File: src/rtl/cpu_pkg.sv
// rtl/cpu_pkg.sv - shared sequencer state codes and pc constants
package cpu_pkg;

  typedef enum logic [2:0] {
    ST_FETCH     = 3'd0,
    ST_DECODE    = 3'd1,
    ST_REGREAD   = 3'd2,
    ST_EXECUTE   = 3'd3,
    ST_BRANCH    = 3'd4,
    ST_MEM       = 3'd5,
    ST_WRITEBACK = 3'd6,
    ST_PC_UPDATE = 3'd7
  } seq_state_t;

  localparam logic [31:0] PC_INC = 32'd4;

  function automatic logic is_word_aligned(input logic [31:0] addr);
    return (addr[1:0] == 2'b00);
  endfunction

endpackage

File: src/rtl/pc_sequencer_if.sv
// rtl/pc_sequencer_if.sv - sequencer handshake and status bundle
interface pc_sequencer_if;

  logic        imem_ready;
  logic        dmem_ready;
  logic        is_load;
  logic        is_store;
  logic        has_rd;
  logic        taken_branch;
  logic [31:0] branch_target;
  logic        halt_req;

  logic [2:0]  state;
  logic [31:0] pc;
  logic        imem_req;
  logic        dmem_req;
  logic        rf_we;
  logic        halted;
  logic        fault;

  modport master (
    input  imem_ready, dmem_ready, is_load, is_store, has_rd,
    input  taken_branch, branch_target, halt_req,
    output state, pc, imem_req, dmem_req, rf_we, halted, fault
  );

  modport slave (
    output imem_ready, dmem_ready, is_load, is_store, has_rd,
    output taken_branch, branch_target, halt_req,
    input  state, pc, imem_req, dmem_req, rf_we, halted, fault
  );

endinterface

File: src/rtl/wait_timer.sv
// rtl/wait_timer.sv - counts consecutive memory wait cycles
module wait_timer #(
  parameter int LIMIT = 16
) (
  input  logic clk,
  input  logic rst,
  input  logic waiting,
  output logic expired
);

  localparam int W = $clog2(LIMIT + 1);

  logic [W-1:0] count;

  always_ff @(posedge clk) begin
    if (rst || !waiting) begin
      count <= '0;
    end else begin
      count <= count + 1'b1;
    end
  end

  // High during the LIMIT-th consecutive wait cycle; the caller decides what wins.
  assign expired = (count == W'(LIMIT - 1));

endmodule

File: src/rtl/pc_sequencer.sv
// rtl/pc_sequencer.sv - multi-cycle instruction sequencer with pc and fault control
module pc_sequencer
  import cpu_pkg::*;
#(
  parameter logic [31:0] RESET_PC    = 32'h0000_0000,
  parameter int          MEM_TIMEOUT = 16
) (
  input logic           clk,
  input logic           rst,
  pc_sequencer_if.master bus
);

  seq_state_t  state_q, state_d;
  logic [31:0] pc_q, pc_d;
  logic        halted_q, halted_d;
  logic        fault_q, fault_d;
  logic        waiting;
  logic        expired;
  logic        strobe_en;

  assign waiting = !halted_q &&
                   (((state_q == ST_FETCH) && !bus.imem_ready) ||
                    ((state_q == ST_MEM)   && !bus.dmem_ready));

  wait_timer #(.LIMIT(MEM_TIMEOUT)) u_wait_timer (
    .clk     (clk),
    .rst     (rst),
    .waiting (waiting),
    .expired (expired)
  );

  always_ff @(posedge clk) begin
    if (rst) begin
      state_q  <= ST_FETCH;
      pc_q     <= RESET_PC;
      halted_q <= 1'b0;
      fault_q  <= 1'b0;
    end else begin
      state_q  <= state_d;
      pc_q     <= pc_d;
      halted_q <= halted_d;
      fault_q  <= fault_d;
    end
  end

  always_comb begin
    state_d  = state_q;
    pc_d     = pc_q;
    halted_d = halted_q;
    fault_d  = fault_q;
    if (!halted_q) begin
      case (state_q)
        ST_FETCH: begin
          if (bus.imem_ready) begin
            state_d = ST_DECODE;
          end else if (expired) begin
            halted_d = 1'b1;
            fault_d  = 1'b1;
          end
        end
        ST_DECODE:  state_d = ST_REGREAD;
        ST_REGREAD: state_d = ST_EXECUTE;
        ST_EXECUTE: state_d = ST_BRANCH;
        ST_BRANCH: begin
          state_d = (bus.is_load || bus.is_store) ? ST_MEM : ST_WRITEBACK;
        end
        ST_MEM: begin
          if (bus.dmem_ready) begin
            state_d = ST_WRITEBACK;
          end else if (expired) begin
            halted_d = 1'b1;
            fault_d  = 1'b1;
          end
        end
        ST_WRITEBACK: state_d = ST_PC_UPDATE;
        ST_PC_UPDATE: begin
          // A misaligned taken target freezes here with the old pc preserved.
          if (bus.taken_branch && !is_word_aligned(bus.branch_target)) begin
            halted_d = 1'b1;
            fault_d  = 1'b1;
          end else begin
            pc_d     = bus.taken_branch ? bus.branch_target : pc_q + PC_INC;
            state_d  = ST_FETCH;
            halted_d = bus.halt_req;
          end
        end
        default: state_d = ST_FETCH;
      endcase
    end
  end

  // Strobes are also gated by rst so nothing is requested while reset is held.
  assign strobe_en    = !halted_q && !rst;
  assign bus.imem_req = strobe_en && (state_q == ST_FETCH);
  assign bus.dmem_req = strobe_en && (state_q == ST_MEM);
  assign bus.rf_we    = strobe_en && (state_q == ST_WRITEBACK) && bus.has_rd && !bus.is_store;
  assign bus.state    = state_q;
  assign bus.pc       = pc_q;
  assign bus.halted   = halted_q;
  assign bus.fault    = fault_q;

endmodule

File: src/flat_wrapper.sv
// flat-port wrapper written by rule: the top's interface ports become plain ports
module pc_sequencer_flat import cpu_pkg::*;
#(
  parameter logic [31:0] RESET_PC    = 32'h0000_0000,
  parameter int          MEM_TIMEOUT = 16
)
  (clk, rst, bus_imem_ready, bus_dmem_ready, bus_is_load, bus_is_store, bus_has_rd, bus_taken_branch, bus_branch_target, bus_halt_req, bus_state, bus_pc, bus_imem_req, bus_dmem_req, bus_rf_we, bus_halted, bus_fault);
  pc_sequencer_if bus_i ();
  input logic clk;
  input logic rst;
  input wire logic [$bits(bus_i.imem_ready)-1:0] bus_imem_ready;
  input wire logic [$bits(bus_i.dmem_ready)-1:0] bus_dmem_ready;
  input wire logic [$bits(bus_i.is_load)-1:0] bus_is_load;
  input wire logic [$bits(bus_i.is_store)-1:0] bus_is_store;
  input wire logic [$bits(bus_i.has_rd)-1:0] bus_has_rd;
  input wire logic [$bits(bus_i.taken_branch)-1:0] bus_taken_branch;
  input wire logic [$bits(bus_i.branch_target)-1:0] bus_branch_target;
  input wire logic [$bits(bus_i.halt_req)-1:0] bus_halt_req;
  output wire logic [$bits(bus_i.state)-1:0] bus_state;
  output wire logic [$bits(bus_i.pc)-1:0] bus_pc;
  output wire logic [$bits(bus_i.imem_req)-1:0] bus_imem_req;
  output wire logic [$bits(bus_i.dmem_req)-1:0] bus_dmem_req;
  output wire logic [$bits(bus_i.rf_we)-1:0] bus_rf_we;
  output wire logic [$bits(bus_i.halted)-1:0] bus_halted;
  output wire logic [$bits(bus_i.fault)-1:0] bus_fault;
  assign bus_i.imem_ready = bus_imem_ready;
  assign bus_i.dmem_ready = bus_dmem_ready;
  assign bus_i.is_load = bus_is_load;
  assign bus_i.is_store = bus_is_store;
  assign bus_i.has_rd = bus_has_rd;
  assign bus_i.taken_branch = bus_taken_branch;
  assign bus_i.branch_target = bus_branch_target;
  assign bus_i.halt_req = bus_halt_req;
  assign bus_state = bus_i.state;
  assign bus_pc = bus_i.pc;
  assign bus_imem_req = bus_i.imem_req;
  assign bus_dmem_req = bus_i.dmem_req;
  assign bus_rf_we = bus_i.rf_we;
  assign bus_halted = bus_i.halted;
  assign bus_fault = bus_i.fault;
  pc_sequencer #(.RESET_PC(RESET_PC), .MEM_TIMEOUT(MEM_TIMEOUT)) u_core (.clk(clk), .rst(rst), .bus(bus_i));
endmodule
File: config.mk
export PLATFORM = sky130hd
export DESIGN_NAME = pc_sequencer_flat
export DESIGN_NICKNAME = d
export VERILOG_FILES = /design/src/rtl/cpu_pkg.sv /design/src/rtl/pc_sequencer_if.sv /design/src/rtl/wait_timer.sv /design/src/rtl/pc_sequencer.sv /design/src/flat_wrapper.sv
export SDC_FILE = /design/constraint.sdc
export NUM_CORES = 1
export LEC_CHECK = 0
export ABC_AREA = 1
export CELL_PAD_IN_SITES_DETAIL_PLACEMENT = 2
export CELL_PAD_IN_SITES_GLOBAL_PLACEMENT = 2
export CORE_MARGIN = 5
export CORE_UTILIZATION = 24
export DETAILED_ROUTE_END_ITERATION = 7
export PLACE_DENSITY_LB_ADDON = 0.1
export SETUP_SLACK_MARGIN = 0.15
export SLEW_MARGIN = 20
export SYNTH_ARGS = -nofsm -noshare
export SYNTH_HDL_FRONTEND = slang
export SYNTH_SLANG_ARGS = --single-unit
File: constraint.sdc
create_clock -name clk -period 1.8 [get_ports clk]
set_clock_uncertainty 0.1 [all_clocks]
set_input_delay 0.36 -clock clk [delete_from_list [all_inputs] [get_ports clk]]
set_output_delay 0.36 -clock clk [all_outputs]
set_load 0.01 [all_outputs]
==> out/qor.txt, run 1 <==
power share of the clock group: 40.4%
count leader, synth: nand2_1
Post-DP Area: 3950 um2
wire per inst: 16.8 um
top cell type's share of synthesized area: 30.0%
CTS tree: done
syn nets: 513
final slew viol count: 0
RSZ-0062 raised after global routing: true
Final setup violation count: 0
number of antenna diodes: 0
final instance area: 4490 um2
top cells by area, synth: dfxtp_1 (30%), nand2_1 (18%), nor2_1 (12%), nand3_1 (7.5%), a21oi_1 (5.7%)
Setup crit end kind: output port
final worst-path cycle share: 94.3%
Crit Path Max Fanout: 2
Setup TNS Final: 0 ns
crit start category: register
Post-synth EDFFs: 0
area of the multi-input gates: 1900 um2
Syn Std Cell Area: 2810 um2
asr flop ratio synth: 0%
Critical Path RT: 1.34 ns
fin crit period: 1.70 ns
DRT iter0 DRCs: 61
P_sw: 0.654 mW
Final ANT Viol Nets: 0
Combinational Power Share: 18.1%
die height: 118 um
P_int: 1.71 mW
syn avg cell area: 5.98 um2
status: complete, no violations
CTS Buf Count: 5
most area-hungry cell type in the Yosys netlist: dfxtp_1
Clock Tree Buf Depth: 2
largest net degree at the start of global routing: 32
final count of hold timing violations: 0
vias in the first global route: 3,842
Die ar.: 14,000 um2
Lkg Pwr: 1.95 nW
Flop pwr share: 41.5%
Layout area overhead: 60.0%
sequential area share after synthesis: 30.0%
final core occ: 39.3%
flop2flop setup slack: 0.15 ns
H-tree levels: 2
max_cap viols: 0
Register Area: 882 um2
FP Rows: 39
fill count: 1,383
detailed-placement wirelength estimate: 8760 um
gr usage total: 16.1%
share of cells above drive strength 1: 25.9%
Setup CP Type: reg2out
Worst EP arrival: 1.24 ns
PwrDens: 527 nW/um2
Net Sw Frac: 27.6%
I/O Buffers: 80
Initial Utilization: 24.6%
worst vdd ir: 328 uV
DRC Markers: 0
core area: 11,400 um2
worst hold-check path type: reg2reg
synth unique cells: 31
cell count after synthesis: 469
Slew headroom: 73.9%
Setup WS pre-CTS: -0.524 ns
synth warn: 0
grt total ovfl: 0
CTS clk-pin slew, worst paths: 0.06 ns
top_reg_cell synth: dfxtp_1
first-pass GRT wire length: 18,600 um
NumNets Final: 633
total number of vias: 3,558
initial antenna violation count: 0
maximum clock rate: 0.589 GHz
Slew @ Worst Pin: 0.392 ns
CTS Root Cell: clkbuf_16
clk sinks: 42
most frequent cells after synthesis: nand2_1 (132), nor2_1 (91), dfxtp_1 (42), nand3_1 (42), inv_1 (36)
fin worst setup slack: 0.102 ns
RePlAce Congestion: 0.809
1st-pass router iterations: 4
Die Wd: 118 um
top-level port count: 81
drt total wl: 12,300 um
vias per cell: 4.85
Final Non-Filler Cells: 733
FF+latch count, synth: 42
clk_lat worst skew: 0.29 ns
Placed Cells incl. Taps: 708
-- logic make-up (layout without fill, tap and decap cells) --
family / Yosys count / after routing / share of synthesized area [%]
fa+ha+maj: 3 / 3 / 1.34
xor+xnor: 1 / 1 / 0.312
flops: 42 / 42 / 30.0
simple gates: 308 / 308 / 48.7
compound gates: 60 / 60 / 11.3
buf+inv: 55 / 176 / 8.38
-- final timing paths --
kind / start / cells past startpoint / to
worst min register to register: u_core.u_wait_timer.count[0] / 1 / u_core.u_wait_timer.count[0]
worst max register to register: u_core.bus.pc[13] / 10 / u_core.bus.pc[24]
worst min-delay path: u_core.u_wait_timer.count[0] / 1 / u_core.u_wait_timer.count[0]
worst max-delay path: u_core.bus.state[2] / 4 / bus_rf_we
-- layout make-up --
cell class / instances / area share (%)
Inverter: 41 / 3.62
Multi-Input combinational cell: 372 / 42.3
Tap cell: 143 / 3.99
Timing Repair Buffer: 127 / 27.1
Sequential cell: 42 / 19.6
Clock buffer: 7 / 3.18
Clock inverter: 1 / 0.111
-- metrics by stage --
step | total power [mW] | hold WS, ns
5_1_grt | 2.48 | 0.370
6_report | 2.37 | 0.349
3_3_place_gp | 1.42 | 0.328
2_1_floorplan | 1.17 | 0.318
3_5_place_dp | 1.43 | 0.340
4_1_cts | 2.38 | 0.355
-- registers in the layout (all words and copies together) (netlist names) --
name and count:
u_core.u_wait_timer.count 5, u_core.bus.fault 1, u_core.bus.halted 1, u_core.bus.state 3, u_core.bus.pc 32
-- placed cells by master, fill, tap and decap left out, types with 10 or more instances in the layout --
cell               n
nor2_2            12
dfxtp_1           13
o21ai_0           13
nand2_1          122
nor2_1            78
a31oi_1           10
buf_6             10
a21oi_1           32
clkdlybuf4s50_1   35
inv_1             34
nand2_2           17
dlygate4sd2_1     36
nand3_1           40
dfxtp_2           27
nor2_4            12
buf_4             32
-- power groups by stage --
stage | combinational (mW) | clock [mW] | sequential (mW)
global route | 0.479 | 1.01 | 0.988
global placement | 0.421 | 0 | 1.00
finish | 0.427 | 0.957 | 0.983
floorplan | 0.160 | 0 | 1.01
CTS | 0.413 | 0.980 | 0.985
detailed placement | 0.430 | 0 | 1.00
-- layer usage --
| layer | wire (um) | vias up | GRT usage [%] |
|---|---|---|---|
| met2 | 6520 | 53 | 30.1 |
| met1 | 5210 | 1756 | 18.9 |
| met3 | 429 | 10 | 3.44 |
| li1 | - | 1739 | - |
| met5 | 0 | - | 0 |
| met4 | 131 | 0 | 3.01 |
-- critical path, cell delays in order, from the launching register on --
cell     delay (ns)
dfxtp_2        0.34
inv_1          0.05
or2_4          0.25
nor3_2         0.16
buf_2          0.15
-- what timing repair did --
action | in CTS | in global routing
gates cloned | 0 | 3
setup endpoints to repair | 57 | 35
gates resized for setup | 93 | 53
hold buffers | 0 | 0
pin swaps | 13 | 27
setup buffers | 6 | 8
No activity file was read; power rests on OpenSTA's default activity.
==> inputs of run 2 (changes only) <==
Settings changed: CORE_MARGIN 5 to 3, GPL_ROUTABILITY_DRIVEN set to 0.
==> run 2 against run 1 <==
Effect of this change: flip-flop and latch count did not move; wire length grew 2.7%; first-iteration DRC count grew 100%; fmax up 2.0%; total power grew 3.7%; setup slack improved by 0.034 ns; critical path type is now reg2reg; largest power group unchanged; highest routed layer unchanged.
==> out/qor.txt, run 2 (synthesized netlist as in run 1, its figures left out) <==
number of antenna diodes: 0
Final setup violation count: 0
largest net degree at the start of global routing: 32
I/O Buffers: 80
NumNets Final: 643
Slew @ Worst Pin: 0.455 ns
Layout area overhead: 63.9%
max reg flops: 32
Critical Path RT: 1.92 ns
final count of hold timing violations: 0
Worst path depth: 9
detailed-placement wirelength estimate: 8940 um
Register Area: 901 um2
drt total wl: 12,600 um
gr usage total: 19.1%
crit path max-delay cell type: dfxtp_2
Clock Tree Buf Depth: 2
vias in the first global route: 3,850
commonest non-fill, non-tap cell in the layout: nand2_1
core area: 11,100 um2
CP max stage delay: 0.37 ns
wire per inst: 17.1 um
total number of vias: 3,614
Critical Path Most Common Cell: buf_4
Initial Utilization: 25.2%
ordered cell list for the critical path: ha_4 > buf_4 > nand4_1 > nor3_2 > buf_4 > nand3_1 > nand2_1 > inv_1 > a21oi_1
first-pass GRT wire length: 19,700 um
Setup crit end kind: register
CP top delay family: simple AND/OR/NAND/NOR gates
worst hold-check path type: in2reg
DRT iter0 DRCs: 124
CP Buf/Inv Count: 3
status: complete, no violations
fill count: 1,332
Lkg Pwr: 1.91 nW
crit start category: register
final slew viol count: 0
DRC Markers: 0
Final ANT Viol Nets: 0
maximum clock rate: 0.601 GHz
share of cells above drive strength 1: 30.8%
Worst EP arrival: 1.78 ns
area of the multi-input gates: 1980 um2
die height: 114 um
Crit Path Max Fanout: 4
Slew headroom: 69.7%
worst r2r path cells: 9
CTS tree: done
H-tree levels: 2
worst vdd ir: 484 uV
CTS clk-pin slew, worst paths: 0.07 ns
Setup TNS Final: 0 ns
FP Rows: 38
final core occ: 41.4%
grt total ovfl: 0
fin crit period: 1.66 ns
most frequent cells in the layout: nand2_1 (116), nor2_1 (75), buf_4 (44), dlygate4sd2_1 (40), nand3_1 (37)
RSZ-0062 raised after global routing: true
number of hold buffers added after cts: 0
final worst-path cycle share: 92.5%
top-level port count: 81
Worst Setup EP: u_core.bus.pc[14]
1st-pass router iterations: 4
total power: 2.45 mW
flop2flop setup slack: 0.14 ns
Setup CP Type: reg2reg
R2R Path End: u_core.bus.pc[14]
CTS Buf Count: 5
clk sinks: 42
CP Launch Point: u_core.bus.pc[3]
max_cap viols: 0
Post-DP Area: 3970 um2
CTS Root Cell: clkbuf_16
clk_lat worst skew: 0.30 ns
final instance area: 4600 um2
Hold WS: 0.304 ns
initial antenna violation count: 0
Die ar.: 13,000 um2
vias per cell: 4.88
reg2reg start: u_core.bus.pc[3]
hold depth: 3
PwrDens: 534 nW/um2
Die Wd: 114 um
[run 2: routing by layer]
layer	GRT usage, %	share of wire, %	up-vias
met5	0	0	-
met2	35.9	53	61
met3	3.44	3.5	14
li1	-	-	1761
met1	22.3	42	1778
met4	4.28	1.4	0
[run 2: worst min path at each step]
| stage | slack (ns) | to | start |
|---|---|---|---|
| floorplan | 0.32 | u_core.u_wait_timer.count[0] | u_core.u_wait_timer.count[0] |
| global placement | 0.33 | u_core.u_wait_timer.count[0] | u_core.u_wait_timer.count[0] |
| detailed placement | 0.34 | u_core.bus.pc[1] | u_core.bus.pc[1] |
| CTS | 0.36 | u_core.bus.pc[1] | u_core.bus.pc[1] |
| global route | 0.35 | u_core.bus.pc[3] | bus_taken_branch |
| finish | 0.30 | u_core.bus.pc[3] | bus_taken_branch |
[run 2: repair_timing]
action	in CTS	in global routing
buffers inserted	13	10
endpoints found under the setup margin	72	37
gates resized for setup	118	69
pin swaps	21	34
[run 2: power breakdown]
part | switching (mW) | total (mW) | internal (mW)
logic | 0.256 | 0.489 | 0.233
registers | 0.0354 | 0.986 | 0.950
clock network | 0.457 | 0.980 | 0.523
total | 0.748 | 2.45 | 1.71
[run 2: through the flow]
step | cells | worst slack (ns)
5_1_grt | 740 | -0.0378
4_1_cts | 730 | 0.0715
3_3_place_gp | 709 | -0.436
2_1_floorplan | 469 | 0.205
3_5_place_dp | 709 | -0.445
6_report | 740 | 0.135
[run 2: area by class of cell]
type,instances,share of cell area [%]
clock buffer,5,2.72
clock inverter,3,0.544
inverter,41,3.73
multi-input combinational,372,43.0
sequential,42,19.6
tap,140,3.81
timing repair buffer,137,26.7
[run 2: worst min-delay path: cells and delay by family]
family | cells | cell delay [ns]
simple gates | 1 | 0.09
buf+inv | 1 | 0.15
compound gates | 1 | 0.07
